==> src/rtl/pathfinding_queue_ctrl.sv <==
// Unsorted min-priority queue controller over three parallel vertex-queue memories.
// Push appends at index count; pop scans for the smallest distance and fills the hole with the last entry.
module pathfinding_queue_ctrl #(
  parameter int ADDR_W = 8
) (
  input  logic              clk,
  input  logic              rst_n,
  input  logic              clear,
  input  logic              push_valid,
  output logic              push_ready,
  input  logic [15:0]       push_vertex,
  input  logic [15:0]       push_prev,
  input  logic [15:0]       push_dist,
  input  logic              pop_req,
  output logic              pop_done,
  output logic              pop_empty,
  output logic [15:0]       pop_vertex,
  output logic [15:0]       pop_prev,
  output logic [15:0]       pop_dist,
  output logic [ADDR_W:0]   count,
  output logic              full,
  output logic              empty,
  output logic [15:0]       mem_addr,
  output logic              mem_wren,
  output logic [15:0]       mem_vertex_d,
  output logic [15:0]       mem_prev_d,
  output logic [15:0]       mem_dist_d,
  input  logic [15:0]       mem_vertex_q,
  input  logic [15:0]       mem_prev_q,
  input  logic [15:0]       mem_dist_q
);

  localparam int DEPTH = 2 ** ADDR_W;
  localparam logic [ADDR_W:0] DEPTH_C = (ADDR_W + 1)'(DEPTH);
  localparam logic [ADDR_W:0] ONE_C   = (ADDR_W + 1)'(1);

  typedef enum logic [2:0] {
    IDLE,
    PUSH,
    SCAN,
    FINISH,
    WRITE,
    DONE
  } state_t;

  state_t            state_q, state_d;
  logic [ADDR_W:0]   count_q, count_d;
  logic [ADDR_W:0]   scan_idx_q, scan_idx_d;
  logic [ADDR_W:0]   best_idx_q, best_idx_d;
  logic [15:0]       best_vertex_q, best_vertex_d;
  logic [15:0]       best_prev_q, best_prev_d;
  logic [15:0]       best_dist_q, best_dist_d;
  logic [15:0]       wr_vertex_q, wr_vertex_d;
  logic [15:0]       wr_prev_q, wr_prev_d;
  logic [15:0]       wr_dist_q, wr_dist_d;
  logic [15:0]       pop_vertex_q, pop_vertex_d;
  logic [15:0]       pop_prev_q, pop_prev_d;
  logic [15:0]       pop_dist_q, pop_dist_d;
  logic              pop_empty_q, pop_empty_d;

  logic [ADDR_W:0]   last_idx;
  logic [ADDR_W:0]   addr_w;
  logic              cmp_en;
  logic [ADDR_W:0]   cmp_idx;

  assign last_idx = count_q - ONE_C;
  assign full     = (count_q == DEPTH_C);
  assign empty    = (count_q == '0);
  assign count    = count_q;

  assign push_ready = rst_n && (state_q == IDLE) && !full && !clear;
  assign pop_done   = (state_q == DONE);
  assign pop_empty  = (state_q == DONE) && pop_empty_q;
  assign pop_vertex = pop_vertex_q;
  assign pop_prev   = pop_prev_q;
  assign pop_dist   = pop_dist_q;
  assign mem_addr   = 16'(addr_w);

  always_comb begin
    state_d       = state_q;
    count_d       = count_q;
    scan_idx_d    = scan_idx_q;
    best_idx_d    = best_idx_q;
    best_vertex_d = best_vertex_q;
    best_prev_d   = best_prev_q;
    best_dist_d   = best_dist_q;
    wr_vertex_d   = wr_vertex_q;
    wr_prev_d     = wr_prev_q;
    wr_dist_d     = wr_dist_q;
    pop_vertex_d  = pop_vertex_q;
    pop_prev_d    = pop_prev_q;
    pop_dist_d    = pop_dist_q;
    pop_empty_d   = pop_empty_q;
    addr_w        = '0;
    mem_wren      = 1'b0;
    mem_vertex_d  = '0;
    mem_prev_d    = '0;
    mem_dist_d    = '0;
    cmp_en        = 1'b0;
    cmp_idx       = '0;

    case (state_q)
      IDLE: begin
        if (clear) begin
          count_d = '0;
        end else if (push_valid && !full) begin
          wr_vertex_d = push_vertex;
          wr_prev_d   = push_prev;
          wr_dist_d   = push_dist;
          state_d     = PUSH;
        end else if (pop_req) begin
          if (empty) begin
            pop_empty_d = 1'b1;
            state_d     = DONE;
          end else begin
            pop_empty_d = 1'b0;
            scan_idx_d  = '0;
            state_d     = SCAN;
          end
        end
      end
      PUSH: begin
        addr_w       = count_q;
        mem_wren     = 1'b1;
        mem_vertex_d = wr_vertex_q;
        mem_prev_d   = wr_prev_q;
        mem_dist_d   = wr_dist_q;
        count_d      = count_q + ONE_C;
        state_d      = IDLE;
      end
      SCAN: begin
        // Read data lags the address by one cycle, so this cycle sees index scan_idx-1.
        addr_w     = scan_idx_q;
        cmp_en     = (scan_idx_q != '0);
        cmp_idx    = scan_idx_q - ONE_C;
        scan_idx_d = scan_idx_q + ONE_C;
        if (scan_idx_q == last_idx) begin
          state_d = FINISH;
        end
      end
      FINISH: begin
        cmp_en      = 1'b1;
        cmp_idx     = last_idx;
        wr_vertex_d = mem_vertex_q;
        wr_prev_d   = mem_prev_q;
        wr_dist_d   = mem_dist_q;
        state_d     = WRITE;
      end
      WRITE: begin
        if (best_idx_q != last_idx) begin
          addr_w       = best_idx_q;
          mem_wren     = 1'b1;
          mem_vertex_d = wr_vertex_q;
          mem_prev_d   = wr_prev_q;
          mem_dist_d   = wr_dist_q;
        end
        pop_vertex_d = best_vertex_q;
        pop_prev_d   = best_prev_q;
        pop_dist_d   = best_dist_q;
        count_d      = last_idx;
        state_d      = DONE;
      end
      DONE: begin
        state_d = IDLE;
      end
      default: begin
        state_d = IDLE;
      end
    endcase

    // Strict less-than keeps the lowest index on ties; index 0 always seeds the best.
    if (cmp_en && ((cmp_idx == '0) || (mem_dist_q < best_dist_q))) begin
      best_idx_d    = cmp_idx;
      best_vertex_d = mem_vertex_q;
      best_prev_d   = mem_prev_q;
      best_dist_d   = mem_dist_q;
    end
  end

  always_ff @(posedge clk or negedge rst_n) begin
    if (!rst_n) begin
      state_q       <= IDLE;
      count_q       <= '0;
      scan_idx_q    <= '0;
      best_idx_q    <= '0;
      best_vertex_q <= '0;
      best_prev_q   <= '0;
      best_dist_q   <= '0;
      wr_vertex_q   <= '0;
      wr_prev_q     <= '0;
      wr_dist_q     <= '0;
      pop_vertex_q  <= '0;
      pop_prev_q    <= '0;
      pop_dist_q    <= '0;
      pop_empty_q   <= 1'b0;
    end else begin
      state_q       <= state_d;
      count_q       <= count_d;
      scan_idx_q    <= scan_idx_d;
      best_idx_q    <= best_idx_d;
      best_vertex_q <= best_vertex_d;
      best_prev_q   <= best_prev_d;
      best_dist_q   <= best_dist_d;
      wr_vertex_q   <= wr_vertex_d;
      wr_prev_q     <= wr_prev_d;
      wr_dist_q     <= wr_dist_d;
      pop_vertex_q  <= pop_vertex_d;
      pop_prev_q    <= pop_prev_d;
      pop_dist_q    <= pop_dist_d;
      pop_empty_q   <= pop_empty_d;
    end
  end

endmodule

==> config.mk <==
export PLATFORM = sky130hd
export DESIGN_NAME = pathfinding_queue_ctrl
export DESIGN_NICKNAME = d
export VERILOG_FILES = /design/src/rtl/pathfinding_queue_ctrl.sv
export SDC_FILE = /design/constraint.sdc
export NUM_CORES = 1
export LEC_CHECK = 0
export BUFFER_PORTS_ARGS = -buffer_cell sky130_fd_sc_hd__buf_2
export CORE_MARGIN = 4
export CORE_UTILIZATION = 44
export CTS_BUF_LIST = sky130_fd_sc_hd__clkbuf_8
export CTS_CLUSTER_SIZE = 24
export DETAILED_ROUTE_END_ITERATION = 10
export HOLD_SLACK_MARGIN = 0.06
export PLACE_DENSITY = 0.79
export RECOVER_POWER = 100
export SLEW_MARGIN = 20
export SYNTH_ARGS = -nofsm -noshare
export SYNTH_HDL_FRONTEND = slang
export SYNTH_SLANG_ARGS = --single-unit
==> constraint.sdc <==
create_clock -name clk -period 3 [get_ports clk]
set_input_delay 0.15 -clock clk [delete_from_list [all_inputs] [get_ports clk]]
set_output_delay 0.15 -clock clk [all_outputs]
set_load 0.005 [all_outputs]
==> Word-level counts from Yosys, hierarchy flattened <==
Cells that the tools add are included.
{ "word_totals": {"wordCells": 93, "regBits": 175} }
{ "op_classes": {"n_bitwise": 2, "n_reduce_logical": 21, "mux": 35, "n_eq_ne": 16, "add_sub_neg": 4, "magnitude_cmp": 1} }
{ "ops": {"columns": ["operator", "n"], "rows": [
  ["one-hot mux 16 bit (2 select lines)", 6],
  ["2-to-1 mux 16 bit", 9],
  ["2-to-1 mux 9 bit", 6],
  ["one-hot mux 9 bit (3 select lines)", 2],
  ["one-hot mux 9 bit (2 select lines)", 2],
  ["adder 9 x 1 -> 9 bit, second input constant", 2],
  ["logical NOT 9 bit", 2],
  ["subtractor 9 x 1 -> 9 bit, second input constant", 2],
  ["< comparator 16 bit", 1],
  ["2-to-1 mux 3 bit", 5],
  ["!= test 2 bit, second input constant", 6],
  ["one-hot mux 3 bit (4 select lines)", 1],
  ["equality test 9 bit", 1],
  ["equality test 9 bit, second input constant", 1],
  ["!= test 9 bit", 1],
  ["nonzero test 9 bit", 1],
  ["equality test 3 x 2 -> 1 bit, second input constant", 2],
  ["equality test 3 bit, second input constant", 2],
  ["logical AND 1 bit", 6],
  ["AND reduction 3 bit", 2],
  ["AND reduction 5 bit", 1],
  ["one-hot mux 1 bit (2 select lines)", 2],
  ["AND reduction 4 bit", 1],
  ["nonzero test 2 bit", 2],
  ["other kinds (10)", 13]
]} }

==> Depth between registers and ports, before layout <==
{ "depth": {"depth_word": 6, "mapped_depth": 12} }

==> Least setup slack after synthesis <==
Ideal clock, no wire load.
{ "synth_path": {"path_type": "reg2out", "startpoint": "register count_q[0], in the netlist count[0]", "endpoint": "output port mem_dist_d[2]", "n_path_buf": 3, "required_time_ns": 2.850, "arrival_time_ns": 2.709, "setup_slack_ns": 0.141, "stages_incl_launch_ff": 13, "path_cell_list": "dfrtp_1 > buf_2 > inv_1 > ha_1 > nor3b_2 > nand2_1 > xnor2_1 > nand2_1 > o41ai_4 > and2_1 > buf_4 > buf_4 > nor2b_1"} }
{ "synth_via": {"elab_chain_len": 4} }
{ "synth_lines": {"columns": ["item", "line", "rtl"], "rows": [
  ["from (decl)", "47", "logic [ADDR_W:0] count_q, count_d;"],
  ["from (signal assigned)", "198", "count_q <= count_d;"],
  ["subtractor 9 x 1 -> 9 bit", "66", "assign last_idx = count_q - ONE_C;"],
  ["!= test 9 bit", "150", "if (best_idx_q != last_idx) begin"],
  ["2-to-1 mux 16 bit", "150", null],
  ["one-hot mux 16 bit (2 select lines)", "102", "case (state_q)"],
  ["to (decl)", "27", "output logic [15:0] mem_dist_d,"]
]} }
Every way passes these cells.

==> Worst setup path after layout <==
{ "layout_path": {"startpoint": "register count_q[1], in the netlist count[1]", "endpoint": "output port mem_prev_d[9]"} }
{ "layout_via": {"elab_chain_len": 4} }
{ "layout_lines": {"columns": ["item", "line", "rtl"], "rows": [
  ["subtractor 9 x 1 -> 9 bit", "66", null],
  ["!= test 9 bit", "150", null],
  ["2-to-1 mux 16 bit", "150", null],
  ["one-hot mux 16 bit (2 select lines)", "102", null],
  ["to (decl)", "26", "output logic [15:0] mem_prev_d,"]
]} }
Every way passes these cells.

==> flow_summary.toml <==
[drt]
wl_per_cell_um = 18.6
num_vias = 8197
wl_mm = 28.9
drc = 0
drt_first_iter_violations = 504
antenna_left = 0
vias_per_cell = 5.27
firstDrtPassIters = 5

[yosys]
syn_inst = 919
synth_area_sq_um = 9060
syn_area_per_cell_sq_um = 9.86
yosysUniqueCellTypes = 63
ys_async_sr_fraction_pct = 100
synth_seq_cells = 175
synth-main-ff-cell = "dfrtp_1"
synth_warnings = 0
synth_edf_count = 0
yosysSeqAreaShare_pct = 48.3

[cells_and_area]
nets = 1392
drive_above_1_share_pct = 25.1
multi_input_area_sq_um = 4420
final_area_sq_um = 12500
n_antenna_cell = 0
area_growth_pct = 37.5
seq_area_sq_um = 4380
mostFrequentLayoutCells = "180 x nand2_1, 174 x dfrtp_1, 173 x buf_2"
final_cell_count_no_fill = 1554
layout_commonest_cell = "nand2_1"
fillers = 1636

[timing]
setup_viol = 52
max_freq_mhz = 305
holdWs_ps = 173
tns_ps = -11140
relSlewSlack_pct = -13.0
finalCritPeriodShare_pct = 109
clock_skew_ps = 22.2
hold_viol = 0
slew_violations = 67
fin_ws_ps = -283
period_needed_ps = 3280
rsz0062_at_grt = "yes"
worst_pin_slew_ps = 1690

[critical_path]
rr_startpoint = "count[1]"
crit_path_top_delay_cell = "dfrtp_1"
cp.required_ps = 2850
worst_r2r_endpoint = "best_prev_q[2]"
end_kind = "output port"
r2r_slack_ps = 40
crit_end = "mem_prev_d[9]"
reg2reg_depth = 10
cp.arrival_ps = 3130
slowest_delay_ps = 420
crit_path_max_fanout = 7
start_kind = "flip-flop"
critPathKind = "reg2out"
path_cells = "inv_2 > ha_4 > nor3b_4 > buf_6 > nand2_4 > buf_6 > xnor3_1 > nand2_2 > o41ai_4 > and2_4 > buf_12 > buf_12 > nor2b_1 > buf_2"
cp-startpoint = "count[1]"

[floorplanning]
die-height_um = 152
initial_utilization_pct = 44.8
dieArea_sq_um = 23000
die_x_um = 152
rows = 52
io-pin-count = 228
core-area_sq_um = 20200

[power]
leakagePower_nw = 5.98
ir_drop_uv = 472
power_density_nw_per_um2 = 1040

[grt]
grt_max_degree = 112
grt_util_all_layers_pct = 24.5
grt_overflow = 0
antenna_found_initial = 0
grt_first_pass_wirelength_mm = 43.6
grt_pass1_vias = 8286

[clock_tree]
cts.clk_slew.worst_paths_ps = 100
htree_levels = 4
clk_path_buf_depth = 2
cts_tree = "built"
cts_sinks = 175
cts_buffers = 17
clock_tree.root_cell = "clkbuf_8"
clk_latency_ps = 470

[worst_hold_path]
whs_path_depth = 4
hold_class = "in2reg"

[flow_run]
drv_cap = 1

[place]
placed_cells = 1395
pre_cts_slack_ps = 28.7
placed_cell_area_sq_um = 10600
place_congestion = 0.936
io_buffers = 220
hpwl_mm = 17.9

[status]
status = "finished, violations left"
violations = "capacitance limit, slew limit, setup timing"
## metrics by stage
stage	power [mW]	util [%]
finish	12.9	61.6
global route	13.9	61.6
CTS	12.6	60.8
detailed placement	10.3	52.4
global placement	10.1	52.4
floorplan	7.95	-
## power breakdown
part,switching [mW],internal [mW]
Sequential,0.741,3.52
Combinational,3.75,3.27
Clock,0.997,0.631
## cell type report
class / instances / area share, %
inverters: 35 / 1.05
flip-flops and latches: 175 / 35.2
well taps: 270 / 2.71
multi-input cells: 652 / 35.5
repair buffers: 390 / 22.3
clock inverters: 15 / 1.38
clock buffers: 17 / 1.88
## sequential cells by signal, summed over array words and instances (netlist names), 16 cells and up
register / count
wr_prev_q: 16
pop_vertex: 16
pop_dist: 16
best_vertex_q: 16
pop_prev: 16
best_dist_q: 16
wr_vertex_q: 16
best_prev_q: 16
wr_dist_q: 16
## worst min-delay path by stage
stage,start,endpoint,slack (ps)
after global routing,push_valid,state_q[1],200
after global placement,rst_n,wr_prev_q[0],190
after CTS,push_valid,state_q[2],130
after detailed placement,rst_n,wr_prev_q[0],190
final,push_valid,state_q[2],170
after floorplan,rst_n,best_dist_q[0],-150
## Yosys cell counts, drive strengths merged (5+ instances only)
cell type    n  share of area (%)
xnor2       26                2.5
nor3         8               0.57
ha          20                2.8
o22ai        6               0.48
nor4         5               0.68
a22oi        8               0.66
o21ai       82                4.5
clkbuf      35                1.4
xor2        11                1.1
nor2b       49                3.4
and2         5               0.35
and3         9               0.62
mux2i       52                5.7
buf         30                2.2
nand4        5               0.35
inv         35                1.4
nand2      184                7.6
nor2        40                1.9
a211oi       6               0.50
a21oi       19                1.0
dfrtp      175                 48
nand3        9               0.50
mux2        50                6.2
## routing by layer
metal,vias to the layer above,part of all wire [%],routed length [um],track usage [%]
met5,-,0,0,0
met4,0,4.7,1370,12.8
met3,93,6.6,1900,4.76
met2,365,48,13800,40.6
met1,3936,41,11800,30.4
li1,3803,-,-,-
## cell families (layout without fill, tap and decap cells)
logic type	count (synthesis)	after routing	share of synthesized area [%]
AO/OA/AOI/OAI	150	150	10.1
XOR/XNOR	40	40	4.32
adder cells (fa/ha/maj)	20	20	2.76
buffers and inverters	100	457	5.07
flip-flops	175	175	48.3
multiplexers	102	102	12.0
other	1	7	0.0414
AND/OR/NAND/NOR	331	333	17.5
## timing repair
item,CTS,global route
pin swaps,3,4
cloned,2,3
buffers inserted,13,12
hold endpoints to repair,164,0
setup endpoints to repair,58,112
resized for setup,27,18
hold buffers,100,0
## critical path: cells and delay by family (launching register included)
family                     cells  cell delay [ps]
and+or+nand+nor                5              710
DFF                            1              420
adders and majority gates      1              130
xor gates and xnor gates       1              240
AOI/OAI and AO/OA              1              400
buffers and inverters          6              760
(Power assumes the default switching activity.)
